## src/rtl/rocketcpu_wb_pkg.sv

```systemverilog
// Shared definitions for the RocketFPGA Wishbone initiator: state encoding,
// audio register map bases and default timing parameters.
package rocketcpu_wb_pkg;

    // Two-state bus sequencer: waiting for a command, or a cycle in flight.
    typedef enum logic [0:0] {
        ST_IDLE = 1'b0,
        ST_BUS  = 1'b1
    } wb_state_t;

    // Audio register responders on the SoC bus.
    localparam logic [31:0] AUDIO_PARAM_BASE  = 32'h1000_0000;
    localparam logic [31:0] AUDIO_STATUS_BASE = 32'h1001_0000;

    // Cycles a slave gets to ack before the initiator gives up.
    localparam int DEFAULT_TIMEOUT_CYCLES = 255;

    // Cycles cyc stays low between cycles; two swallow the late ack the
    // audio responders emit after a cycle ends.
    localparam int DEFAULT_IDLE_GAP = 2;

    // Width of the timeout counter.
    localparam int DEFAULT_TW = 16;

    // True when an address falls inside one of the 64 KiB audio windows.
    function automatic logic is_audio_reg(input logic [31:0] adr);
        return (adr[31:16] == AUDIO_PARAM_BASE[31:16]) ||
               (adr[31:16] == AUDIO_STATUS_BASE[31:16]);
    endfunction

endpackage

```

## src/rtl/rocketcpu_wb_initiator.sv

```systemverilog
// Wishbone classic initiator: turns single-beat read/write commands from a
// valid/ready port into Wishbone cycles and hands back read data together
// with an ack/timeout status. The legal range of TIMEOUT_CYCLES is 4..65535,
// IDLE_GAP must be at least 2, and TW must hold TIMEOUT_CYCLES.
module rocketcpu_wb_initiator
    import rocketcpu_wb_pkg::*;
#(
    parameter int TIMEOUT_CYCLES = DEFAULT_TIMEOUT_CYCLES,
    parameter int IDLE_GAP       = DEFAULT_IDLE_GAP,
    parameter int TW             = DEFAULT_TW
) (
    input  logic        i_wb_clk,
    input  logic        i_wb_rst_n,

    input  logic        i_cmd_valid,
    output logic        o_cmd_ready,
    input  logic [31:0] i_cmd_adr,
    input  logic [31:0] i_cmd_dat,
    input  logic [3:0]  i_cmd_sel,
    input  logic        i_cmd_we,

    output logic        o_rsp_valid,
    input  logic        i_rsp_ready,
    output logic [31:0] o_rsp_dat,
    output logic        o_rsp_err,

    output logic [31:0] o_wb_adr,
    output logic [31:0] o_wb_dat,
    output logic [3:0]  o_wb_sel,
    output logic        o_wb_we,
    output logic        o_wb_cyc,
    output logic        o_wb_stb,
    input  logic [31:0] i_wb_rdt,
    input  logic        i_wb_ack
);

    // The gap counter only has to reach IDLE_GAP.
    localparam int            GW       = (IDLE_GAP < 2) ? 2 : $clog2(IDLE_GAP + 1);
    localparam logic [TW-1:0] TO_LAST  = TW'(TIMEOUT_CYCLES - 1);
    localparam logic [GW-1:0] GAP_LOAD = GW'(IDLE_GAP);

    wb_state_t     state_q;
    wb_state_t     state_d;
    logic [TW-1:0] to_cnt_q;
    logic [GW-1:0] gap_cnt_q;

    logic accept;
    logic ack_hit;
    logic timeout_hit;
    logic bus_done;
    logic rsp_retire;

    // Strobe is never deasserted inside a cycle, so it simply mirrors cyc.
    assign o_wb_stb = o_wb_cyc;

    // State register.
    always_ff @(posedge i_wb_clk) begin
        if (!i_wb_rst_n) begin
            state_q <= ST_IDLE;
        end else begin
            state_q <= state_d;
        end
    end

    // Next state: leave IDLE on an accepted command, return when the cycle
    // ends through either an ack or the timeout.
    always_comb begin
        state_d = state_q;
        case (state_q)
            ST_IDLE: if (accept)   state_d = ST_BUS;
            ST_BUS:  if (bus_done) state_d = ST_IDLE;
            default:               state_d = ST_IDLE;
        endcase
    end

    // Handshake and cycle-termination decodes, all from registered state
    // except the ack itself; ack beats the timeout when both land together.
    always_comb begin
        o_cmd_ready = (state_q == ST_IDLE) && (gap_cnt_q == '0) && !o_rsp_valid;
        accept      = i_cmd_valid && o_cmd_ready;
        ack_hit     = (state_q == ST_BUS) && i_wb_ack;
        timeout_hit = (state_q == ST_BUS) && !i_wb_ack && (to_cnt_q == TO_LAST);
        bus_done    = ack_hit || timeout_hit;
        rsp_retire  = o_rsp_valid && i_rsp_ready;
    end

    // Bus request registers: address, data and selects latch on accept and
    // hold while idle, so cyc alone says whether the bus is in use.
    always_ff @(posedge i_wb_clk) begin
        if (!i_wb_rst_n) begin
            o_wb_adr <= '0;
            o_wb_dat <= '0;
            o_wb_sel <= '0;
            o_wb_we  <= 1'b0;
            o_wb_cyc <= 1'b0;
        end else if (accept) begin
            o_wb_adr <= i_cmd_adr;
            o_wb_dat <= i_cmd_dat;
            o_wb_sel <= i_cmd_sel;
            o_wb_we  <= i_cmd_we;
            o_wb_cyc <= 1'b1;
        end else if (bus_done) begin
            o_wb_we  <= 1'b0;
            o_wb_cyc <= 1'b0;
        end
    end

    // Timeout counter: counts cycles spent waiting for ack in BUS.
    always_ff @(posedge i_wb_clk) begin
        if (!i_wb_rst_n) begin
            to_cnt_q <= '0;
        end else if (accept) begin
            to_cnt_q <= '0;
        end else if ((state_q == ST_BUS) && !bus_done) begin
            to_cnt_q <= to_cnt_q + 1'b1;
        end
    end

    // Gap counter: reloads when a cycle ends and drains while idle, keeping
    // the bus quiet long enough for a lagging slave ack to go away. Reset
    // loads it too, so an ack left over from an interrupted cycle is absorbed.
    always_ff @(posedge i_wb_clk) begin
        if (!i_wb_rst_n) begin
            gap_cnt_q <= GAP_LOAD;
        end else if (bus_done) begin
            gap_cnt_q <= GAP_LOAD;
        end else if ((state_q == ST_IDLE) && (gap_cnt_q != '0)) begin
            gap_cnt_q <= gap_cnt_q - 1'b1;
        end
    end

    // Response slot: filled when the cycle ends, held stable until the
    // consumer takes it. Writes and timeouts return zero data.
    always_ff @(posedge i_wb_clk) begin
        if (!i_wb_rst_n) begin
            o_rsp_valid <= 1'b0;
            o_rsp_dat   <= '0;
            o_rsp_err   <= 1'b0;
        end else if (ack_hit) begin
            o_rsp_valid <= 1'b1;
            o_rsp_dat   <= o_wb_we ? 32'h0 : i_wb_rdt;
            o_rsp_err   <= 1'b0;
        end else if (timeout_hit) begin
            o_rsp_valid <= 1'b1;
            o_rsp_dat   <= '0;
            o_rsp_err   <= 1'b1;
        end else if (rsp_retire) begin
            o_rsp_valid <= 1'b0;
        end
    end

endmodule

```

## config.mk

```make
export PLATFORM = sky130hd
export DESIGN_NAME = rocketcpu_wb_initiator
export DESIGN_NICKNAME = d
export VERILOG_FILES = /design/src/rtl/rocketcpu_wb_pkg.sv /design/src/rtl/rocketcpu_wb_initiator.sv
export SDC_FILE = /design/constraint.sdc
export NUM_CORES = 1
export LEC_CHECK = 0
export CORE_ASPECT_RATIO = 0.6
export CORE_MARGIN = 5
export CORE_UTILIZATION = 35
export DETAILED_ROUTE_END_ITERATION = 16
export PLACE_DENSITY = 0.79
export SYNTH_ARGS = -nofsm -noshare
export SYNTH_HDL_FRONTEND = slang
export SYNTH_SLANG_ARGS = --single-unit
```

## constraint.sdc

```tcl
create_clock -name i_wb_clk -period 1.75 [get_ports i_wb_clk]
set_input_delay 0.35 -clock i_wb_clk [delete_from_list [all_inputs] [get_ports i_wb_clk]]
set_output_delay 0.35 -clock i_wb_clk [all_outputs]
set_load 0.005 [all_outputs]
```

==> results.sh <==
export IMPL_finalHoldViolCount=0
export IMPL_fp_dieH_um=99.7
export IMPL_routedWlPerCell_um=16.3
export IMPL_place_area_sq_um=7290
export IMPL_firstDrtPassIters=4
export IMPL_synth_cell_type_count=48
export IMPL_hold_path_depth=3
export IMPL_syn_to_final_growth_pct=72.8
export IMPL_finalSetupViolCount=34
export IMPL_fin_cells=933
export IMPL_track_usage_pct=18.6
export IMPL_finalMaxSlewViolations=0
export IMPL_grt_max_degree=65
export IMPL_num_rows=32
export IMPL_clock_path_buffers=2
export IMPL_cap_violations=0
export IMPL_peakVddDrop_v=0.000533
export IMPL_clock_fmax_mhz=550
export IMPL_dp_slack_ns=-0.359
export IMPL_gp_congestion=0.855
export IMPL_slew_headroom_pct=64.5
export IMPL_ys_ff_latch=123
export IMPL_vias_per_cell=4.85
export IMPL_regArea_sq_um=2470
export IMPL_cp_end_kind="flip-flop"
export IMPL_die_w_um=160
export IMPL_period_share_pct=104
export IMPL_clock_sinks=123
export IMPL_start_util_pct=36.2
export IMPL_port_buffers=211
export IMPL_finClkSkew_ns=0.00833
export IMPL_synth_ff_type="dfxtp_1"
export IMPL_synthesis_nets=615
export IMPL_start_kind="flip-flop"
export IMPL_cp_arrival_ns=2.10
export IMPL_cts_tree="built"
export IMPL_rsz0062_at_grt="yes"
export IMPL_syn_inst=506
export IMPL_setup_ws_ns=-0.0681
export IMPL_drc_errors=0
export IMPL_r2r_cells=5
export IMPL_path_class="reg -> reg"
export IMPL_synth_edf_count=0
export IMPL_placed_cells=897
export IMPL_antenna_found_initial=1
export IMPL_ant_nets=0
export IMPL_synthArstFlopShare_pct=0
export IMPL_grt_first_pass_wirelength_um=24200
export IMPL_path_clk_slew_ns=0.06
export IMPL_worstPathMaxFanout=32
export IMPL_htreeDepth=4
export IMPL_cts_buffers=17
export IMPL_syn_area_sq_um=4700
export IMPL_drt_iter0_drc=312
export IMPL_hold_buffers=0
export IMPL_ios=212
export IMPL_wirelength_um=15200
export IMPL_synth_seq_area_share_pct=52.4
export IMPL_crit_required_ns=2.03
export IMPL_whs_ns=0.269
export IMPL_coreArea_sq_um=13000
export IMPL_grt_ovfl_total=0
export IMPL_outcome="finished, violations left"
export IMPL_leakage_nw=2.89
export IMPL_die_area_sq_um=15900
export IMPL_fillers=1046
export IMPL_final_net_count=859
export IMPL_clock_root_buffer="clkbuf_16"
export IMPL_multi_input_area_sq_um=2250
export IMPL_violations="setup timing"
export IMPL_ys_warn_count=0
export IMPL_final_layout_size_suffix_gt1_share_pct=17.2
export IMPL_finish_utilization_pct=62.6
export IMPL_avgSynthCellArea_sq_um=9.28
export IMPL_fin_area_sq_um=8120
export IMPL_powerDensity_nw_per_um2=1010
export IMPL_grt_pass1_vias=4655
export IMPL_worstHoldPathType="in -> reg"
export IMPL_worst_pin_slew_ns=0.533
export IMPL_place_hpwl_um=11200
export IMPL_clk_insertion_delay_late_ns=0.39
export IMPL_fin_crit_ns=1.82
export IMPL_vias=4529
==> flip-flops by register name (all words and copies together), names as in the netlist <==
| name | count |
|---|---|
| o_wb_cyc | 1 |
| state_q | 1 |
| o_wb_sel | 4 |
| o_rsp_valid | 1 |
| o_wb_adr | 32 |
| o_wb_dat | 32 |
| to_cnt_q | 16 |
| o_rsp_err | 1 |
| o_rsp_dat | 32 |
| o_wb_we | 1 |
| gap_cnt_q | 2 |
==> worst paths after layout <==
check                                 start                         end  slack, ns
setup / recovery  to_cnt_q[13]$_SDFFE_PP0P_  o_rsp_dat[24]$_SDFFE_PN0P_      -0.07
hold / removal                   i_wb_rst_n       o_wb_cyc$_SDFFE_PN0P_       0.27
setup reg to reg  to_cnt_q[13]$_SDFFE_PP0P_  o_rsp_dat[24]$_SDFFE_PN0P_      -0.07
hold reg to reg   o_wb_dat[14]$_SDFFE_PN0P_   o_wb_dat[14]$_SDFFE_PN0P_       0.46
==> what timing repair did <==
item | CTS | global route
gates resized for setup | 20 | 36
setup buffers | 0 | 5
gates cloned | 1 | 0
pin swaps | 6 | 20
setup endpoints to repair | 45 | 92
==> routing by layer <==
layer,up-vias,track usage (%),part of all wire [%]
li1,2243,-,-
met1,2111,23.0,43
met2,167,29.8,46
met3,8,8.53,10
met4,0,4.72,0.48
met5,-,0,0
==> where the power goes <==
group | switching (mW) | internal, mW | total, mW
combinational | 0.699 | 0.949 | 1.65
clock | 1.27 | 2.14 | 3.42
sequential | 0.130 | 3.04 | 3.17
total | 2.10 | 6.13 | 8.23
==> final cells by class <==
cell class                      count  area share [%]
Clock buffer                       19            5.46
Antenna cell                        1          0.0308
Clock inverter                     12            1.74
Inverter                            7           0.324
Timing Repair Buffer              261            31.6
Multi-Input combinational cell    340            27.7
Tap cell                          170            2.62
Sequential cell                   123            30.5
==> critical path, cell delays in order, from the launching register on <==
cell and delay [ns]:
dfxtp_1 0.31, or4_4 0.60, o41ai_4 0.28, a21boi_2 0.13, buf_12 0.18, a22o_1 0.19
==> cell usage in the layout, fill, tap and decap left out, types with 4 or more instances in the layout <==
cell and instances:
clkdlybuf4s50_1 208, nand2_1 144, dfxtp_1 113, a21boi_0 68
buf_4 39, a22o_1 32, clkbuf_16 17, dfxtp_2 10
a21oi_1 9, buf_6 6, inv_1 5, nand4_1 5
nand3_1 5, or3_1 5, clkinvlp_4 5, buf_12 5
nor2_1 4, a21oi_2 4
==> through the flow <==
stage | total power, mW | setup TNS [ns]
2_1_floorplan | 3.79 | 0
3_3_place_gp | 4.74 | -3.43
3_5_place_dp | 4.80 | -8.46
4_1_cts | 8.30 | -2.00
5_1_grt | 8.64 | -3.97
6_report | 8.23 | -1.92
==> Yosys cell counts (all sizes together), types with 3 or more instances <==
master	n	share of area [%]
a21boi	70	11
a21oi	13	1.4
a22o	32	6.0
and2	3	0.40
buf	6	1.1
clkbuf	30	2.4
dfxtp	123	52
ha	3	0.80
inv	7	0.56
nand2	145	12
nand3	5	0.53
nand4	6	0.93
nor2	4	0.32
nor4	3	1.0
o21ai	9	1.0
o31ai	5	0.80
o41ai	3	0.96
or3	7	0.93
or4	6	1.0
==> kinds of logic (layout without fill, tap and decap cells) <==
group	after synthesis	after routing	synth area share [%]
simple gates	196	196	19.7
compound gates	139	139	22.6
flops	123	123	52.4
buf+inv	43	299	4.10
fa+ha+maj	3	3	0.799
xor+xnor	2	2	0.373
other cells	0	1	0
No activity file was read; power rests on OpenSTA's default activity.
